`config.mk`:
```
export PLATFORM = sky130hd
export DESIGN_NAME = key_step_ctrl
export DESIGN_NICKNAME = d
export VERILOG_FILES = /design/src/rtl/key_step_ctrl.sv
export SDC_FILE = /design/constraint.sdc
export NUM_CORES = 1
export LEC_CHECK = 0
export BUFFER_PORTS_ARGS = -buffer_cell sky130_fd_sc_hd__buf_2
export CAP_MARGIN = 20
export CORE_MARGIN = 4
export CORE_UTILIZATION = 46
export CTS_CLUSTER_SIZE = 20
export DETAILED_ROUTE_END_ITERATION = 6
export PLACE_DENSITY = 0.65
export REMOVE_ABC_BUFFERS = 1
export SLEW_MARGIN = 25
export SYNTH_ARGS = -nofsm -noshare
export SYNTH_HDL_FRONTEND = slang
export SYNTH_SLANG_ARGS = --single-unit
```
`constraint.sdc`:
```
create_clock -name clk -period 5.2 [get_ports clk]
set_input_delay 0.26 -clock clk [delete_from_list [all_inputs] [get_ports clk]]
set_output_delay 0.26 -clock clk [all_outputs]
set_load 0.1 [all_outputs]
```
`src/rtl/key_step_ctrl.sv`:
```
// key_step_ctrl -- pushbutton front end for single-stepping a CPU.
//
// Two raw pushbuttons (step, mode) are synchronized and debounced. A press
// (debounced 1->0) of the mode key toggles between MANUAL single-step and
// RUN (auto-step every RUN_PERIOD cycles). In MANUAL, each step-key press
// issues one step pulse. halt suppresses all pulses and forces RUN back to
// MANUAL.
//
// Ports:
//   clk         in   single clock, all state on rising edge
//   resetn      in   asynchronous active-low reset
//   key_step_n  in   raw step pushbutton, 0 = pressed
//   key_mode_n  in   raw mode pushbutton, 0 = pressed
//   halt        in   synchronous halt request from the CPU
//   step_pulse  out  one-cycle step strobe (registered)
//   run_mode    out  1 = RUN, 0 = MANUAL (the FSM state itself)
//   step_count  out  number of step pulses issued, wraps at 16 bits
//
// step_pulse is a plain strobe with no handshake: the CPU must act on it in
// the cycle it is high; nothing is held or retried.

module key_step_ctrl #(
    parameter int unsigned DEBOUNCE_CYCLES = 1000000,
    parameter int unsigned RUN_PERIOD      = 5000000
) (
    input  logic        clk,
    input  logic        resetn,
    input  logic        key_step_n,
    input  logic        key_mode_n,
    input  logic        halt,
    output logic        step_pulse,
    output logic        run_mode,
    output logic [15:0] step_count
);

    localparam int unsigned DW = (DEBOUNCE_CYCLES > 1) ? $clog2(DEBOUNCE_CYCLES) : 1;
    localparam int unsigned RW = (RUN_PERIOD > 1) ? $clog2(RUN_PERIOD) : 1;
    localparam logic [DW-1:0] DB_LAST  = DW'(DEBOUNCE_CYCLES - 1);
    localparam logic [RW-1:0] RUN_LAST = RW'(RUN_PERIOD - 1);
    localparam int KEY_STEP = 0;
    localparam int KEY_MODE = 1;

    typedef enum logic {
        MANUAL = 1'b0,
        RUN    = 1'b1
    } state_e;

    logic [1:0]    keys_n;
    logic [1:0]    sync1_q, sync2_q;
    logic [1:0]    stable_q, stable_d;
    logic [1:0]    press_q, press_d;
    logic [DW-1:0] db_cnt_q [2];
    logic [DW-1:0] db_cnt_d [2];
    state_e        state_q, state_d;
    logic [RW-1:0] timer_q, timer_d;
    logic          pulse_q, pulse_d;
    logic [15:0]   step_count_q, step_count_d;

    assign keys_n = {key_mode_n, key_step_n};

    // Debounce: the counter tracks how many consecutive edges the synchronized
    // level has disagreed with the stable level; any agreement restarts it.
    // A press is registered on the edge stable falls, so the FSM acts on the
    // following edge.
    always_comb begin
        for (int i = 0; i < 2; i++) begin
            stable_d[i] = stable_q[i];
            db_cnt_d[i] = '0;
            if (sync2_q[i] != stable_q[i]) begin
                if (db_cnt_q[i] == DB_LAST) begin
                    stable_d[i] = sync2_q[i];
                end else begin
                    db_cnt_d[i] = db_cnt_q[i] + 1'b1;
                end
            end
            press_d[i] = stable_q[i] & ~stable_d[i];
        end
    end

    // Step FSM. In RUN, leaving for MANUAL takes priority over a timer wrap,
    // so a coincident wrap produces no pulse. halt blocks pulses outright;
    // a blocked manual press is simply lost.
    always_comb begin
        state_d = state_q;
        timer_d = timer_q;
        pulse_d = 1'b0;
        case (state_q)
            MANUAL: begin
                if (press_q[KEY_MODE]) begin
                    state_d = RUN;
                    timer_d = '0;
                end else if (press_q[KEY_STEP] && !halt) begin
                    pulse_d = 1'b1;
                end
            end
            RUN: begin
                if (press_q[KEY_MODE] || halt) begin
                    state_d = MANUAL;
                    timer_d = '0;
                end else if (timer_q == RUN_LAST) begin
                    timer_d = '0;
                    pulse_d = 1'b1;
                end else begin
                    timer_d = timer_q + 1'b1;
                end
            end
            default: begin
                state_d = MANUAL;
                timer_d = '0;
            end
        endcase
        // Never two pulses back to back, even for degenerate RUN_PERIOD.
        if (pulse_q) begin
            pulse_d = 1'b0;
        end
        step_count_d = step_count_q + {15'd0, pulse_d};
    end

    always_ff @(posedge clk or negedge resetn) begin
        if (!resetn) begin
            sync1_q      <= 2'b11;
            sync2_q      <= 2'b11;
            stable_q     <= 2'b11;
            press_q      <= 2'b00;
            for (int i = 0; i < 2; i++) begin
                db_cnt_q[i] <= '0;
            end
            state_q      <= MANUAL;
            timer_q      <= '0;
            pulse_q      <= 1'b0;
            step_count_q <= 16'h0000;
        end else begin
            sync1_q      <= keys_n;
            sync2_q      <= sync1_q;
            stable_q     <= stable_d;
            press_q      <= press_d;
            for (int i = 0; i < 2; i++) begin
                db_cnt_q[i] <= db_cnt_d[i];
            end
            state_q      <= state_d;
            timer_q      <= timer_d;
            pulse_q      <= pulse_d;
            step_count_q <= step_count_d;
        end
    end

    assign step_pulse = pulse_q;
    assign run_mode   = (state_q == RUN);
    assign step_count = step_count_q;

endmodule

```
==> flow_metrics.env <==
export IMPL_status="finished clean"
export IMPL_drt_iter0_drc=136
export IMPL_avgRoutedWirePerCell_microns=14.0
export IMPL_mostFrequentLayoutCell="sky130_fd_sc_hd__dfrtp_1"
export IMPL_synth_cell_type_count=46
export IMPL_max_freq_mhz=315
export IMPL_seq_power_share=0.561
export IMPL_maxCapViolCount=0
export IMPL_post_synth_cell_area_avg_sq_um=10.0
export IMPL_cp_top_family="simple AND/OR/NAND/NOR gates"
export IMPL_critPathRequiredTime_ns=5.44
export IMPL_antenna_found_initial=0
export IMPL_synth_yosys_warnings=0
export IMPL_r2r_setup_slack_ns=2.02
export IMPL_nets_final=454
export IMPL_crit_path_cell_trace="ha_1 -> nand3_1 -> or4_1 -> nor3_1 -> a21oi_1 -> nor4_1 -> ha_1 -> ha_1 -> and3_1 -> nand3_1 -> xnor2_1"
export IMPL_critical_path_top_cell_by_count="sky130_fd_sc_hd__ha_1"
export IMPL_whs_endpoint="step_pulse"
export IMPL_use_met2=0.241
export IMPL_half_perimeter_wire_length_after_placement_microns=5340
export IMPL_final_hold_viol_count=0
export IMPL_tritoncts_num_buffers=9
export IMPL_global_route_overflow_total=0
export IMPL_static_leakage_power_nw=2.12
export IMPL_synth_ff_latch_count=89
export IMPL_io_buffers=22
export IMPL_gp_congestion=0.803
export IMPL_final_worst_hold_slack_ns=0.135
export IMPL_share_clk_of_total_power=0.410
export IMPL_critical_path_max_fanout=8
export IMPL_grtUsageMet3=0.0398
export IMPL_die_h_microns=104
export IMPL_die_area_sq_mm=0.0107
export IMPL_hold_path_startpoint="halt"
export IMPL_number_of_buffer_and_inverter_instances_along_the_worst_setup_path=0
export IMPL_grt_setup_unrepaired="no"
export IMPL_setup_violations=0
export IMPL_worst_endpoint_arrival_ns=3.41
export IMPL_num_rows=34
export IMPL_syn_area_sq_mm=0.00420
export IMPL_edff_count_synth=0
export IMPL_overall_global_routing_resource_usage=0.154
export IMPL_post_synth_inst_count=418
export IMPL_whs_path_depth=2
export IMPL_diodes=0
export IMPL_start_util=0.477
export IMPL_sort_of_element_at_the_start_of_the_critical_path="flip-flop"
export IMPL_final_layout_size_suffix_gt1_frac=0.114
export IMPL_route_vias_total=3101
export IMPL_power_switching_share=0.213
export IMPL_area_used_by_multi_input_combinational_logic_sq_mm=0.00188
export IMPL_net_switching_power_uw=270
export IMPL_final_setup_tns_ns=0
export IMPL_avgViaCountPerCell=5.57
export IMPL_period_share=0.611
export IMPL_async_set_or_reset_register_ratio_after_synthesis=1.00
export IMPL_power_per_cell_area_mw_per_mm2=272
export IMPL_leading_cell_types_in_the_layout_fill_and_taps_excluded="sky130_fd_sc_hd__dfrtp_1 (83), sky130_fd_sc_hd__nor2_1 (58), sky130_fd_sc_hd__nand3_1 (37)"
export IMPL_first_pass_grt_wire_length_microns=14000
export IMPL_clock_slew_at_the_register_clock_pins_of_the_worst_setup_and_hold_paths_ns=0.09
export IMPL_globalRoute_busiestLayer="met2"
export IMPL_r2r_start="timer_q[0]"
export IMPL_r2r_end="step_count[12]"
export IMPL_worst_setup_path_type="reg -> reg"
export IMPL_cell_at_the_slowest_stage_of_the_critical_path="sky130_fd_sc_hd__or4_1"
export IMPL_clockBufferDepth=2
export IMPL_insertion_delay_to_the_later_sink_of_the_worst_skew_pair_ns=0.34
export IMPL_cts_root_buf="sky130_fd_sc_hd__clkbuf_8"
export IMPL_tightest_slew_ns=0.789
export IMPL_critPathCaptureType="flip-flop"
export IMPL_dr_pass1_iters=4
export IMPL_cp_slowest_stage_delay_ns=0.64
export IMPL_drt_antenna_violating_nets=0
export IMPL_met1_usage=0.218
export IMPL_comb_power_share=0.030
export IMPL_core_area_sq_mm=0.00881
export IMPL_slew_headroom=0.474
export IMPL_ys_dominant_reg_cell="sky130_fd_sc_hd__dfrtp_1"
export IMPL_rr_worst_depth=11
export IMPL_clock_tree_htree_level_count=3
export IMPL_timing_hold_worst_class="in -> reg"
export IMPL_drt_total_wl_microns=7790
export IMPL_cts_tree="done"
export IMPL_die_x_microns=104
export IMPL_irDropWorstVdd_uv=159
export IMPL_drc=0
export IMPL_final_period_minus_worst_setup_slack_ns=3.18
export IMPL_p_int_uw=996
export IMPL_numClockSinks=89
export IMPL_finalClockSkew_ns=0.00715
export IMPL_final_seq_area_sq_mm=0.00223
export IMPL_largest_net_degree_at_the_start_of_global_routing=67
export IMPL_layout_area_overhead_vs_synth_pct=10.7
export IMPL_synth_seq_area_share=0.532
export IMPL_via_count_of_the_first_global_routing_pass=2917
export IMPL_ioPinCount=23
export IMPL_maxSlewViolCount=0
export IMPL_fillCellCount=816
[cell type report]
type / count / share of cell area
inverter: 8 / 0.00646
timing repair buffer: 26 / 0.0323
clock inverter: 5 / 0.0170
sequential: 89 / 0.481
clock buffer: 11 / 0.0304
tap: 108 / 0.0291
multi-input combinational: 310 / 0.404
[logic make-up after synthesis]
family | after synthesis | share of synthesized area
buffers and inverters | 19 | 0.0215
AO/OA/AOI/OAI | 50 | 0.0751
flip-flops | 89 | 0.532
multiplexers | 3 | 0.00775
AND/OR/NAND/NOR | 200 | 0.240
XOR/XNOR | 52 | 0.108
adder cells (fa/ha/maj) | 5 | 0.0149
[routing by layer]
metal | routed length [microns] | part of all wire
met1 | 3780 | 0.48
met2 | 3710 | 0.48
met3 | 232 | 0.030
met4 | 68 | 0.0087
met5 | 0 | 0
[how the worst max path moves through the flow]
| stage | to | slack, ns | cells past startpoint | startpoint |
|---|---|---|---|---|
| global route | step_count[15] | 1.71 | 11 | timer_q[0] |
| detailed placement | step_count[12] | 2.02 | 11 | timer_q[0] |
| global placement | step_count[12] | 2.25 | 11 | timer_q[0] |
| finish | step_count[12] | 2.02 | 11 | timer_q[0] |
| CTS | step_count[12] | 2.01 | 11 | timer_q[0] |
| floorplan | step_count[12] | 2.35 | 11 | timer_q[0] |
[metrics by stage]
stage | instances | cell area, sq um | total power [mW] | util | setup slack, ns
after floorplan | 407 | 4140 | 0.739 | - | 2.35
after global placement | 538 | 4390 | 0.760 | 0.499 | 2.25
after detailed placement | 538 | 4390 | 0.761 | 0.499 | 2.02
after CTS | 557 | 4640 | 1.29 | 0.527 | 2.01
after global routing | 557 | 4650 | 1.32 | 0.528 | 1.71
final | 557 | 4650 | 1.27 | 0.528 | 2.02
[power groups by stage]
stage / clock network, mW / registers (mW) / logic, mW
6_report: 0.519 / 0.710 / 0.0378
5_1_grt: 0.565 / 0.712 / 0.0444
4_1_cts: 0.537 / 0.710 / 0.0394
3_5_place_dp: 0 / 0.723 / 0.0376
3_3_place_gp: 0 / 0.723 / 0.0368
2_1_floorplan: 0 / 0.725 / 0.0145
[registers in the layout, summed over array words and instances (netlist names)]
signal      flops
sync1_q         2
timer_q        23
db_cnt_q       40
stable_q        2
sync2_q         2
run_mode        1
step_count     16
step_pulse      1
press_q         2
[repair_timing]
action | in CTS | in global routing
buffers inserted | 0 | 0
hold buffers | 3 | 0
hold endpoints to repair | 25 | 0
gates resized for setup | 0 | 0
[cell usage after synthesis (5+ instances only)]
cell type / count / share of area
sky130_fd_sc_hd__clkbuf_1: 5 / 0.0045
sky130_fd_sc_hd__ha_1: 5 / 0.015
sky130_fd_sc_hd__nor3_1: 8 / 0.0095
sky130_fd_sc_hd__a21oi_1: 14 / 0.017
sky130_fd_sc_hd__a31oi_1: 11 / 0.016
sky130_fd_sc_hd__xor2_1: 31 / 0.065
sky130_fd_sc_hd__dfrtp_1: 83 / 0.49
sky130_fd_sc_hd__dfstp_2: 6 / 0.038
sky130_fd_sc_hd__nand2_1: 32 / 0.029
sky130_fd_sc_hd__xnor2_1: 21 / 0.044
sky130_fd_sc_hd__and3_1: 21 / 0.031
sky130_fd_sc_hd__nor2_1: 59 / 0.053
sky130_fd_sc_hd__nand3_1: 37 / 0.044
sky130_fd_sc_hd__o21ai_0: 10 / 0.012
sky130_fd_sc_hd__nand4_1: 11 / 0.016
sky130_fd_sc_hd__inv_1: 8 / 0.0072
sky130_fd_sc_hd__nor4_1: 6 / 0.0089
Power figures use the tool's default switching activity.
